===== src/rtl/updown_counter_pkg.sv =====
// Shared direction constants and terminal-count detection for updown_counter_n.
package updown_counter_pkg;

  localparam logic DIR_UP = 1'b1;
  localparam logic DIR_DN = 1'b0;

  // Out-of-range values count as terminal when counting up, so the wrap is always taken.
  function automatic logic is_terminal(input logic [31:0] q, input logic up_dn,
                                       input logic [31:0] modulus);
    if (up_dn == DIR_UP) return (q >= modulus - 32'd1);
    return (q == 32'd0);
  endfunction

endpackage


===== src/rtl/updown_counter_n.sv =====
// Modulo-N up/down counter, clear/load/count priority, one-cycle registered q, combinational rco_n.
// No backpressure; cascade via rco_n -> ent_n. UDC_MATCH_EN adds cmp input and registered match output.
module updown_counter_n
  import updown_counter_pkg::*;
#(
  parameter int WIDTH   = 4,
  parameter int MODULUS = 2 ** WIDTH
) (
  input  logic             clk,
  input  logic             rst_n,
  input  logic [WIDTH-1:0] d,
  input  logic             load_n,
  input  logic             sclr_n,
  input  logic             enp_n,
  input  logic             ent_n,
  input  logic             up_dn,
  output logic [WIDTH-1:0] q,
  output logic             rco_n
`ifdef UDC_MATCH_EN
  ,
  input  logic [WIDTH-1:0] cmp,
  output logic             match
`endif
);

  if (WIDTH < 2 || WIDTH > 16 || MODULUS < 2 || MODULUS > 2 ** WIDTH) begin : g_bad_param
    $error("updown_counter_n: illegal WIDTH/MODULUS combination");
  end

  localparam logic [31:0]      MOD_U32 = 32'(MODULUS);
  localparam logic [WIDTH-1:0] TOP_VAL = WIDTH'(MODULUS - 1);

  logic [31:0]      q_ext;
  logic             terminal;
  logic [WIDTH-1:0] q_next;

  assign q_ext    = 32'(q);
  assign terminal = is_terminal(q_ext, up_dn, MOD_U32);
  assign rco_n    = ~(~ent_n & terminal);

  always_comb begin
    q_next = q;
    if (!sclr_n)                q_next = '0;
    else if (!load_n)           q_next = d;
    else if (!enp_n && !ent_n) begin
      if (up_dn == DIR_UP)      q_next = terminal ? '0 : q + 1'b1;
      else                      q_next = terminal ? TOP_VAL : q - 1'b1;
    end
  end

  always_ff @(posedge clk or negedge rst_n) begin
    if (!rst_n) q <= '0;
    else        q <= q_next;
  end

`ifdef UDC_MATCH_EN
  // Compares the pre-edge count, so match lags the matching q by one cycle.
  always_ff @(posedge clk or negedge rst_n) begin
    if (!rst_n) match <= 1'b0;
    else        match <= (q == cmp);
  end
`endif

endmodule

===== config.mk =====
export PLATFORM = sky130hd
export DESIGN_NAME = updown_counter_n
export DESIGN_NICKNAME = d
export VERILOG_FILES = /design/src/rtl/updown_counter_pkg.sv /design/src/rtl/updown_counter_n.sv
export SDC_FILE = /design/constraint.sdc
export NUM_CORES = 1
export LEC_CHECK = 0
export CORE_AREA = 3 3 40 42
export DETAILED_ROUTE_END_ITERATION = 12
export DIE_AREA = 0 0 43 45
export PLACE_DENSITY = 0.56
export SLEW_MARGIN = 25
export SYNTH_ARGS = -nofsm -noshare
export SYNTH_HDL_FRONTEND = slang
export SYNTH_SLANG_ARGS = --single-unit

===== constraint.sdc =====
create_clock -name clk -period 3.9 [get_ports clk]
set_input_delay 0.78 -clock clk [delete_from_list [all_inputs] [get_ports clk]]
set_output_delay 0.78 -clock clk [all_outputs]
set_load 0.05 [all_outputs]

# Yosys cells after proc, flatten, opt, wreduce, memory -nomap -nowiden
# Index checks and enable logic that the tools add are counted.
totals:
  word_cells: 21
  ff_bits: 4
  out_inout_bits: 5
  inputBits: 11
classes:
  bitwise: 3
  eq_ne: 1
  n_reduce_logical: 4
  n_addsub: 2
  n_mux: 9
  order_cmp: 1
ops:
  columns: ["operator", "count"]
  rows:
  - ["$logic_not 32->1", 1]
  - ["$mux 4", 6]
  - ["$add 4x1->4 const B", 1]
  - ["$ge 4x4->1 const B", 1]
  - ["$sub 4x1->4 const B", 1]
  - ["$mux 1", 3]
  - ["$ne 3x2->1 const B", 1]
  - ["$logic_not 1->1", 2]
  - ["$not 1->1", 2]
  - ["$and 1x1->1", 1]
  - ["$logic_and 1x1->1", 1]

# Longest topological paths before layout
logic_depth:
  depth_word: 8
  mapped_depth: 6
  ltp_nobuf: 6

# Least setup slack after synthesis
# No wires, ideal clock.
synth_timing:
  path_type: "flip-flop to output port"
  startpoint: "reg q[0]"
  endpoint: "out rco_n"
  arrival_ns: 1.637
  slack_ns: 1.483
  path_buffers: 0
  stages_incl_launch_ff: 6
  required_time_ns: 3.120
  path_cell_list: "dfrtp_1 > inv_1 > ha_1 > nand2b_1 > or3_1 > a21o_1"
synth_between:
  elab_chain_cells: 5
  elab_cells_between_ends: 6
  cone_classes: "1 x order compare; 2 x mux; 2 x bitwise; 1 x reduce/logical"
synth_lines:
  columns: ["element", "line_no", "source"]
  rows:
  - ["start: declaration", "updown_counter_n.sv:17", "output logic [WIDTH-1:0] q,"]
  - ["start signal: assignment", "updown_counter_n.sv:53", "else q <= q_next;"]
  - ["$ge 4x4->1", "updown_counter_pkg.sv:10", "if (up_dn == DIR_UP) return (q >= modulus - 32'd1);"]
  - ["$mux 1", "updown_counter_pkg.sv:10", null]
  - ["$mux 1 (*)", "updown_counter_pkg.sv:11", "return (q == 32'd0);"]
  - ["$and 1x1->1 (*)", "updown_counter_n.sv:39", "assign rco_n = ~(~ent_n & terminal);"]
  - ["$not 1->1 (*)", "updown_counter_n.sv:39", null]
  - ["end: declaration", "updown_counter_n.sv:18", "output logic rco_n"]
# Every way passes the cells marked *; elsewhere a longest branch is shown, timed or not. The select of a mux whose other input is x is not followed.

# Worst setup path in the final report
layout_timing:
  startpoint: "in up_dn"
  endpoint: "out rco_n"
layout_between:
  elab_chain_cells: 4
layout_lines:
  columns: ["element", "line_no", "source"]
  rows:
  - ["start: declaration", "updown_counter_n.sv:16", "input logic up_dn,"]
  - ["$mux 1", "updown_counter_pkg.sv:10", null]
  - ["$mux 1", "updown_counter_pkg.sv:11", null]
  - ["$and 1x1->1", "updown_counter_n.sv:39", null]
  - ["$not 1->1", "updown_counter_n.sv:39", null]
# Every way passes these cells.

==> results.sh <==
export IMPL_status="completed"
export IMPL_htreeDepth=1
export IMPL_final_antenna_net_count=0
export IMPL_gp_congestion=0.7457
export IMPL_grt_pass1_wl_um=1476
export IMPL_start_util=0.2892
export IMPL_port_buffers=15
export IMPL_synth_edff_count=0
export IMPL_synthArstFlopShare=1.000
export IMPL_synthFlopType="dfrtp_1"
export IMPL_crit_top_cell="clkdlybuf4s50_1"
export IMPL_arrival_ps=2670
export IMPL_instances_no_fill=75
export IMPL_root_buffer="clkbuf_4"
export IMPL_synth_top_area_frac=0.2694
export IMPL_num_io_pins=16
export IMPL_largest_register="q"
export IMPL_diodes=0
export IMPL_place_hpwl_um=696
export IMPL_startpoint_type="primary input"
export IMPL_drc=0
export IMPL_ctsResizeCount=0
export IMPL_regArea_um2=100.1
export IMPL_antenna_found_initial=0
export IMPL_dieArea_um2=1935
export IMPL_syn_area_per_cell_um2=8.446
export IMPL_slew_viol_final=0
export IMPL_row_count=13
export IMPL_fin_crit_sh=0.8843
export IMPL_leakagePower_nw=0.2098
export IMPL_fillers=141
export IMPL_synth_area_leader_cell="dfrtp_1"
export IMPL_dr_total_vias=383
export IMPL_yosys_register_bits=4
export IMPL_cts_sinks=4
export IMPL_grt_use_total=0.1036
export IMPL_power_density_nw_per_um2=294.7
export IMPL_die_w_um=43
export IMPL_synth_most_common_cell="o21ai_0"
export IMPL_peakVddDrop_mv=0.2321
export IMPL_max_freq_mhz=290.0
export IMPL_hold_buffers=0
export IMPL_hold_viol=0
export IMPL_insertion_delay_ps=230
export IMPL_wire_per_inst_um=11.73
export IMPL_worstMarginPinSlew_ps=494.0
export IMPL_crit_type="primary input to output port"
export IMPL_timing_hold_ws_ps=718.6
export IMPL_fin_nets=75
export IMPL_seq_area_frac_synth=0.2694
export IMPL_path_clk_slew_ps=40
export IMPL_cts_tree="done"
export IMPL_critPathMaxStageDelay_ps=690
export IMPL_synthDistinctLibCells=26
export IMPL_rsz0062_at_grt="no"
export IMPL_max_cap_violations=0
export IMPL_crit_path_max_fanout=6
export IMPL_slew_headroom=0.6696
export IMPL_syn_area_um2=371.6
export IMPL_hold_class="flop to flop"
export IMPL_largest_reg_flops=4
export IMPL_routed_wl_um=880
export IMPL_min_period_ps=3449
export IMPL_setup_viol=0
export IMPL_drive_gt1_frac=0.1000
export IMPL_grt_max_degree=11
export IMPL_area_growth_pct=47.48
export IMPL_skew_ps=6.368
export IMPL_overflow=0
export IMPL_crit_path_end_kind="output port"
export IMPL_total_power_mw=0.1615
export IMPL_multi_input_area_um2=245.2
export IMPL_worstPathRequired_ps=3120
export IMPL_top_regs="q (4)"
export IMPL_crit_chain="clkdlybuf4s50_1 -> nand2b_1 -> or3_1 -> a21o_1 -> clkdlybuf4s50_1"
export IMPL_syn_inst=44
export IMPL_yosysWarnings=0
export IMPL_cts_made_buffers=3
export IMPL_synthTopCellsByArea="dfrtp_1, ha_1, o21ai_0, xnor2_1, a21oi_1"
export IMPL_grt_pass1_vias=344
export IMPL_synth_nets=57
export IMPL_cp_slowest_cell="clkdlybuf4s50_1"
export IMPL_cts_path_max_buffers=2
export IMPL_post_cts_setup_buffers=0
export IMPL_die_y_um=45
export IMPL_drtPass1Iterations=2
export IMPL_yosys_top_cells_count="o21ai_0, dfrtp_1, nand2_1"
export IMPL_via_per_inst=5.107
export IMPL_dpl_cell_count=72
export IMPL_coreArea_um2=1285
export IMPL_setup_tns_final_ps=0
export IMPL_initialDrtViolationCount=5
-- layout by cell type, fill, tap and decap left out --
cell,Yosys,routed
clkbuf_4,0,3
nor2_2,1,1
o211a_1,1,1
a21o_1,1,1
o311a_1,1,1
a21oi_1,3,3
xnor2_1,2,2
o21bai_2,1,1
clkdlybuf4s50_1,0,15
o21ai_0,5,5
ha_1,2,2
nand2_1,4,4
nand4_1,1,1
inv_1,3,3
o21ai_1,1,1
dfrtp_1,4,4
nor3b_1,1,1
or3_1,1,1
nor4b_1,1,1
nor3_1,1,1
a211oi_2,1,1
a21boi_1,2,2
nand2b_1,1,1
o221ai_1,1,1
o211ai_1,2,2
and3_1,1,1
-- cell families after synthesis --
logic type	share of synthesized area
buffers and inverters	0.07069
XOR/XNOR	0.04715
adder cells (fa/ha/maj)	0.06733
AND/OR/NAND/NOR	0.1819
AO/OA/AOI/OAI	0.3636
flip-flops	0.2694
-- final timing paths --
check                           depth (start not counted)              from               end  slack [ps]
worst min register to register                          2  q[2]$_DFFE_PN0P_  q[2]$_DFFE_PN0P_         720
min in group asynchronous                               1             rst_n  q[3]$_DFFE_PN0P_         740
worst min-delay path                                    2  q[2]$_DFFE_PN0P_  q[2]$_DFFE_PN0P_         720
worst max register to register                          6  q[0]$_DFFE_PN0P_  q[3]$_DFFE_PN0P_        2320
max in group asynchronous                               1             rst_n  q[0]$_DFFE_PN0P_        2990
worst max-delay path                                    5             up_dn             rco_n         450
-- routing by layer --
| layer | vias up | GRT usage | wire length, um |
|---|---|---|---|
| li1 | 196 | - | - |
| met5 | - | 0 | 0 |
| met3 | 0 | 0.07570 | 106 |
| met2 | 14 | 0.1467 | 355 |
| met4 | 0 | 0.01807 | 0 |
| met1 | 173 | 0.1290 | 418 |
-- where the power goes --
group          leakage [nW]  switching [mW]  internal, mW
combinational         0.144          0.0309        0.0280
clock                0.0138          0.0162        0.0344
sequential           0.0519         0.00705        0.0450
total                 0.210          0.0542         0.107
-- cell type report --
cell class,count,share of cell area
inverters,3,0.02055
repair buffers,15,0.2740
multi-input cells,35,0.4475
well taps,15,0.03425
clock buffers,3,0.04110
flip-flops and latches,4,0.1826
-- critical path: cells and delay by family --
family	cells	cell delay, ps
compound gates	1	180
buf+inv	2	1190
simple gates	2	520
-- stage by stage --
step                        util  setup slack (ps)  area [um^2]
final                     0.4265             451.2        548.0
after global placement    0.4090             463.2        525.5
after floorplan                -              1483        371.6
after global routing      0.4265             387.9        548.0
after CTS                 0.4265             451.2        548.0
after detailed placement  0.4090             454.3        525.5
Power figures use the tool's default switching activity.
==> variant 1: new RTL, config.mk and constraints unchanged <==
`WIDTH`: 4 -> 5.
--- a/src/rtl/updown_counter_n.sv
+++ b/src/rtl/updown_counter_n.sv
@@ -4,5 +4,5 @@
   import updown_counter_pkg::*;
 #(
-  parameter int WIDTH   = 4,
+  parameter int WIDTH   = 5,
   parameter int MODULUS = 2 ** WIDTH
 ) (
Ports: changed (resized d and q); port bits go from 16 to 18. No check against the original RTL was run, so the function may have changed too.
==> variant 1 against the original RTL <==
- sequential cell count increased by 1
- global-route usage increased by 4.0 points
- sequential share of layout area decreased by 1.6 points
- final area increased by 37%
- synthesized area increased by 49%
- clock skew decreased by 0.0026 ns
- power increased by 26%
- hold slack improved by 0.040 ns
- routed wire length increased by 43%
- critical path depth increased by 2
- worst setup slack improved by 0.041 ns
- cell count increased by 32%
- critical endpoint unchanged
- largest cell class unchanged
==> variant 1: results (changes against the original RTL) <==
Run status
  – Status: finished clean

Global route
  – Vias in the first global route: 473 (+38%)
  – Largest net degree at the start of global routing: 13 (+2)
  – Tot GR Track Use: 0.1438 (+0.04022)
  – Antenna violations before repair: 0 (unchanged)
  – First-pass GRT wire length: 2111 um (+43%)

Power
  – Leakage: 0.3215 nW (+53%)
  – Maximum VDD drop: 86.54 uV (-63%)

CTS
  – Max clock buf depth: 2 (unchanged)
  – Setup repair bufs after CTS: 0 (unchanged)
  – Worst-path clk slew: 0.04 ns (about the same)
  – Worst-Skew Late Latency: ~0.24 ns
  – Clock root cell: clkbuf_4
  – CTS Buf Count: 3 (unchanged)
  – H-tree levels: 1 (unchanged)
  – PostCTS Resize Cnt: 0 (unchanged)

Worst setup path
  – R2r setup slk: 2.12 ns (-0.20 ns)
  – Launch point of the worst path: q[0]$_DFFE_PN0P_
  – Largest fanout on the critical path: 8 (+2)
  – Reg-to-Reg Start: q[0]$_DFFE_PN0P_
  – R2R depth: 6 (unchanged)
  – RR Endpoint: q[3]$_DFFE_PN0P_
  – Data arrival, critical path: 2.63 ns (-0.04 ns)

Synth
  – Unique masters post-synth: 35 (+35%)
  – Asr flop ratio synth: 1.000 (unchanged)
  – Post-Syn Nets: 80 (+40%)
  – Main synth FF type: dfrtp_1
  – Yosys Warn Count: 0 (unchanged)
  – Register area share after synthesis: 0.2252 (-0.04414)
  – Commonest cells post-synth: nand2_1, dfrtp_1, inv_1, o22ai_1
  – Area contributors post-synth: dfrtp_1, ha_1, nand2_1

STA
  – Worst-margin pin slew: 0.5200 ns (+0.02595 ns)
  – Clock Skew: 0.003726 ns (-0.002641 ns)
  – Final hold viol count: 0 (unchanged)

Place
  – Placer congestion estimate: 0.7940 (+6.5%)
  – Placed inst area: 724.4 sq um (+38%)
  – IO buf count: 17 (+2)
  – Detailed Place HPWL: 945.8 um (+36%)

Detailed routing
  – Initial DRC count: 4 (-1)
  – DR pass1 iterations: 2 (unchanged)
  – Drt wl/cell: 12.75 um (+8.6%)
  – Routed vias: 524 (+37%)

Final layout
  – N_diodes: 0 (unchanged)
  – Share of layout cells above drive strength 1: 0.1429 (+0.04286)
  – Fin nets: 100 (+33%)
  – Fillers: 129 (-8.5%)
  – Top Registers: q x5

Hold path
  – Worst Hold Class: primary input to asynchronous set/reset pin
-- variant 1: cell types whose count changed after synthesis, moves of 2 or more --
cell,change
nand2_1,+4
inv_1,+2
o22ai_1,+4
o21ai_0,-4
a22o_1,+2
nor2_1,+2
-- variant 1: how the worst max path moves through the flow --
| stage | end | slack, ns |
|---|---|---|
| after global placement | rco_n | 0.58 |
| after CTS | rco_n | 0.49 |
| final | rco_n | 0.49 |
| after detailed placement | rco_n | 0.57 |
| after global routing | rco_n | 0.36 |
| after floorplan | rco_n | 1.09 |
-- variant 1: logic make-up after synthesis --
family | share of synthesized area
AOI/OAI and AO/OA | 0.3018
xor gates and xnor gates | 0.04731
adders and majority gates | 0.06757
buffers and inverters | 0.09684
DFF | 0.2252
muxes | 0.01802
and+or+nand+nor | 0.2432
-- variant 1: cell type report --
class | count | area, sq um | share of cell area
clock buffers | 4 | 26.28 | 0.03500
inverters | 5 | 18.77 | 0.02500
multi-input cells | 51 | 376.6 | 0.5017
flip-flops and latches | 5 | 125.1 | 0.1667
well taps | 15 | 18.77 | 0.02500
repair buffers | 19 | 185.2 | 0.2467
-- variant 1: per-layer routing --
layer / GRT usage / vias up / part of all wire
met4: 0.05422 / 0 / 0
met3: 0.01594 / 0 / 0.048
met2: 0.2246 / 12 / 0.47
met5: 0 / - / 0
met1: 0.2049 / 236 / 0.48
li1: - / 276 / -
-- variant 1: through the flow --
step / power, mW / hold slack [ns] / setup WS (ns) / std cells
after global routing: 0.2161 / 0.7784 / 0.3615 / 99
final: 0.2031 / 0.7590 / 0.4920 / 99
after floorplan: 0.1180 / 0.4844 / 1.090 / 65
after global placement: 0.1457 / 0.7702 / 0.5805 / 95
after detailed placement: 0.1458 / 0.7670 / 0.5750 / 95
after CTS: 0.2054 / 0.7627 / 0.4884 / 99
-- variant 1: worst max-delay path: stages, from the launching register on --
cell and delay [ns]:
dfrtp_1 0.46, ha_1 0.27, and3_1 0.19, ha_1 0.24, a21o_4 0.21, a21oi_1 0.12, or2_1 0.11, clkdlybuf4s50_1 0.79
-- variant 1: power breakdown --
part / leakage, nW / internal, mW / switching (mW)
clock: 0.0150 / 0.0386 / 0.0199
sequential: 0.0661 / 0.0555 / 0.00930
combinational: 0.240 / 0.0385 / 0.0413
total: 0.321 / 0.133 / 0.0704
==> variant 2: new RTL, same flow settings <==
Made on the original files. Register the output `rco_n`, cleared by the reset; this adds one clock of latency there. The other outputs are not delayed to match. Comments in the files are not updated.
--- a/src/rtl/updown_counter_n.sv
+++ b/src/rtl/updown_counter_n.sv
@@ -37,5 +37,11 @@
   assign q_ext    = 32'(q);
   assign terminal = is_terminal(q_ext, up_dn, MOD_U32);
-  assign rco_n    = ~(~ent_n & terminal);
+  always_ff @(posedge clk or negedge rst_n) begin
+    if (!rst_n) begin
+      rco_n <= '0;
+    end else begin
+      rco_n <= ~(~ent_n & terminal);
+    end
+  end
 
   always_comb begin
Behaviour: not the same (a bounded check fails within 4 cycles, from zero or initial values and one cycle with rst_n low).
==> variant 2 against the original RTL <==
- sequential cell count rose by 1
- clock skew decreased by 0.0036 ns
- synthesized area rose by 2.4%
- routed wire length grew 7.4%
- hold slack got worse by 0.0073 ns
- power up 12%
- worst setup slack gained 1.1 ns
- final area is 3.4% higher
==> variant 2: results (changes against the original RTL) <==
Worst setup path
  – Launch point of the worst path: q[3]$_DFFE_PN0P_
  – Largest fanout on the critical path: 10 (+4)
  – Data arrival, critical path: 1.59 ns (-1.08 ns)
  – CP peak stage delay: 0.86 ns (+0.17 ns)
  – R2r setup slk: 2.28 ns (-0.04 ns)
  – Worst Setup EP: q[3]

Global route
  – Routing usage on met1: 0.1111 (-0.01784)
  – M2 GR Usage: 0.1826 (+0.03593)
  – First-pass GRT wire length: 1462 um (-0.95%)
  – Tot GR Track Use: 0.1083 (+0.004741)
  – Vias in the first global route: 358 (+4.1%)
  – GR Util met3: 0.06773 (-0.007968)

Place
  – Placer congestion estimate: 0.7872 (+5.6%)
  – Placed inst area: 540.5 sq um (+2.9%)
  – Pre-CTS WS: 1.777 ns (+1.322 ns)
  – Post-Place Cells: 73 (+1.4%)
  – Detailed Place HPWL: 729 um (+4.7%)

STA
  – Worst-margin pin slew: 0.4936 ns (-0.0004206 ns)
  – Clock Skew: 0.002778 ns (-0.003590 ns)
  – Max Clk Rate: 0.4223 GHz (+46%)
  – WHS: 0.7113 ns (-0.007298 ns)

Final layout
  – Fillers: 134 (-5.0%)
  – N_diodes: 0 (unchanged)

Detailed routing
  – DR pass1 iterations: 4 (+2)
  – Initial DRC count: 3 (-2)
  – Vias/cell: 5.299 (+3.8%)
  – Drt wl/cell: 12.27 um (+4.6%)

Run status
  – Status: finished clean

Power
  – Leakage: 0.2214 nW (+5.6%)
  – Maximum VDD drop: 132.1 uV (-43%)

Synth
  – Area share of the largest cell type after synthesis: 0.3289 (+0.05959)
  – Syn Inst Count: 45 (+2.3%)
  – Commonest cells post-synth: o21ai_0, dfrtp_1, a21oi_1, inv_1, nand2_1
  – Register area share after synthesis: 0.3289 (+0.05959)
  – Area contributors post-synth: dfrtp_1, o21ai_0, ha_1

Hold path
  – Min-delay src: q[3]$_DFFE_PN0P_
  – Hold Crit Endpoint: rco_n$_DFF_PN0_
variant 2: cell types whose count changed after synthesis, sizes merged:
cell / change
nor4: +1
o221ai: -1
o21ai: +1
nor3: -1
nand2: -1
dfrtp: +1
o21a: +1
variant 2: where the power goes:
part	total (mW)	internal (mW)	switching (mW)
sequential	0.0630	0.0558	0.00721
combinational	0.0576	0.0271	0.0305
clock	0.0597	0.0387	0.0210
variant 2: layout make-up:
type                    instances  area share
clock buffers                   4     0.04636
repair buffers                 15      0.2649
multi-input cells              35      0.4150
well taps                      15     0.03311
flip-flops and latches          5      0.2208
inverters                       3     0.01987
variant 2: cells by family after synthesis:
family / share of synthesized area
compound gates: 0.3421
xor+xnor: 0.04606
fa+ha+maj: 0.06578
buf+inv: 0.05261
flops: 0.3289
simple gates: 0.1645
variant 2: routing by layer:
layer  share of wire  vias to the layer above
li1                -                      202
met1            0.48                      194
met2            0.45                       12
met3           0.067                        0
met4               0                        0
met5               0                        -
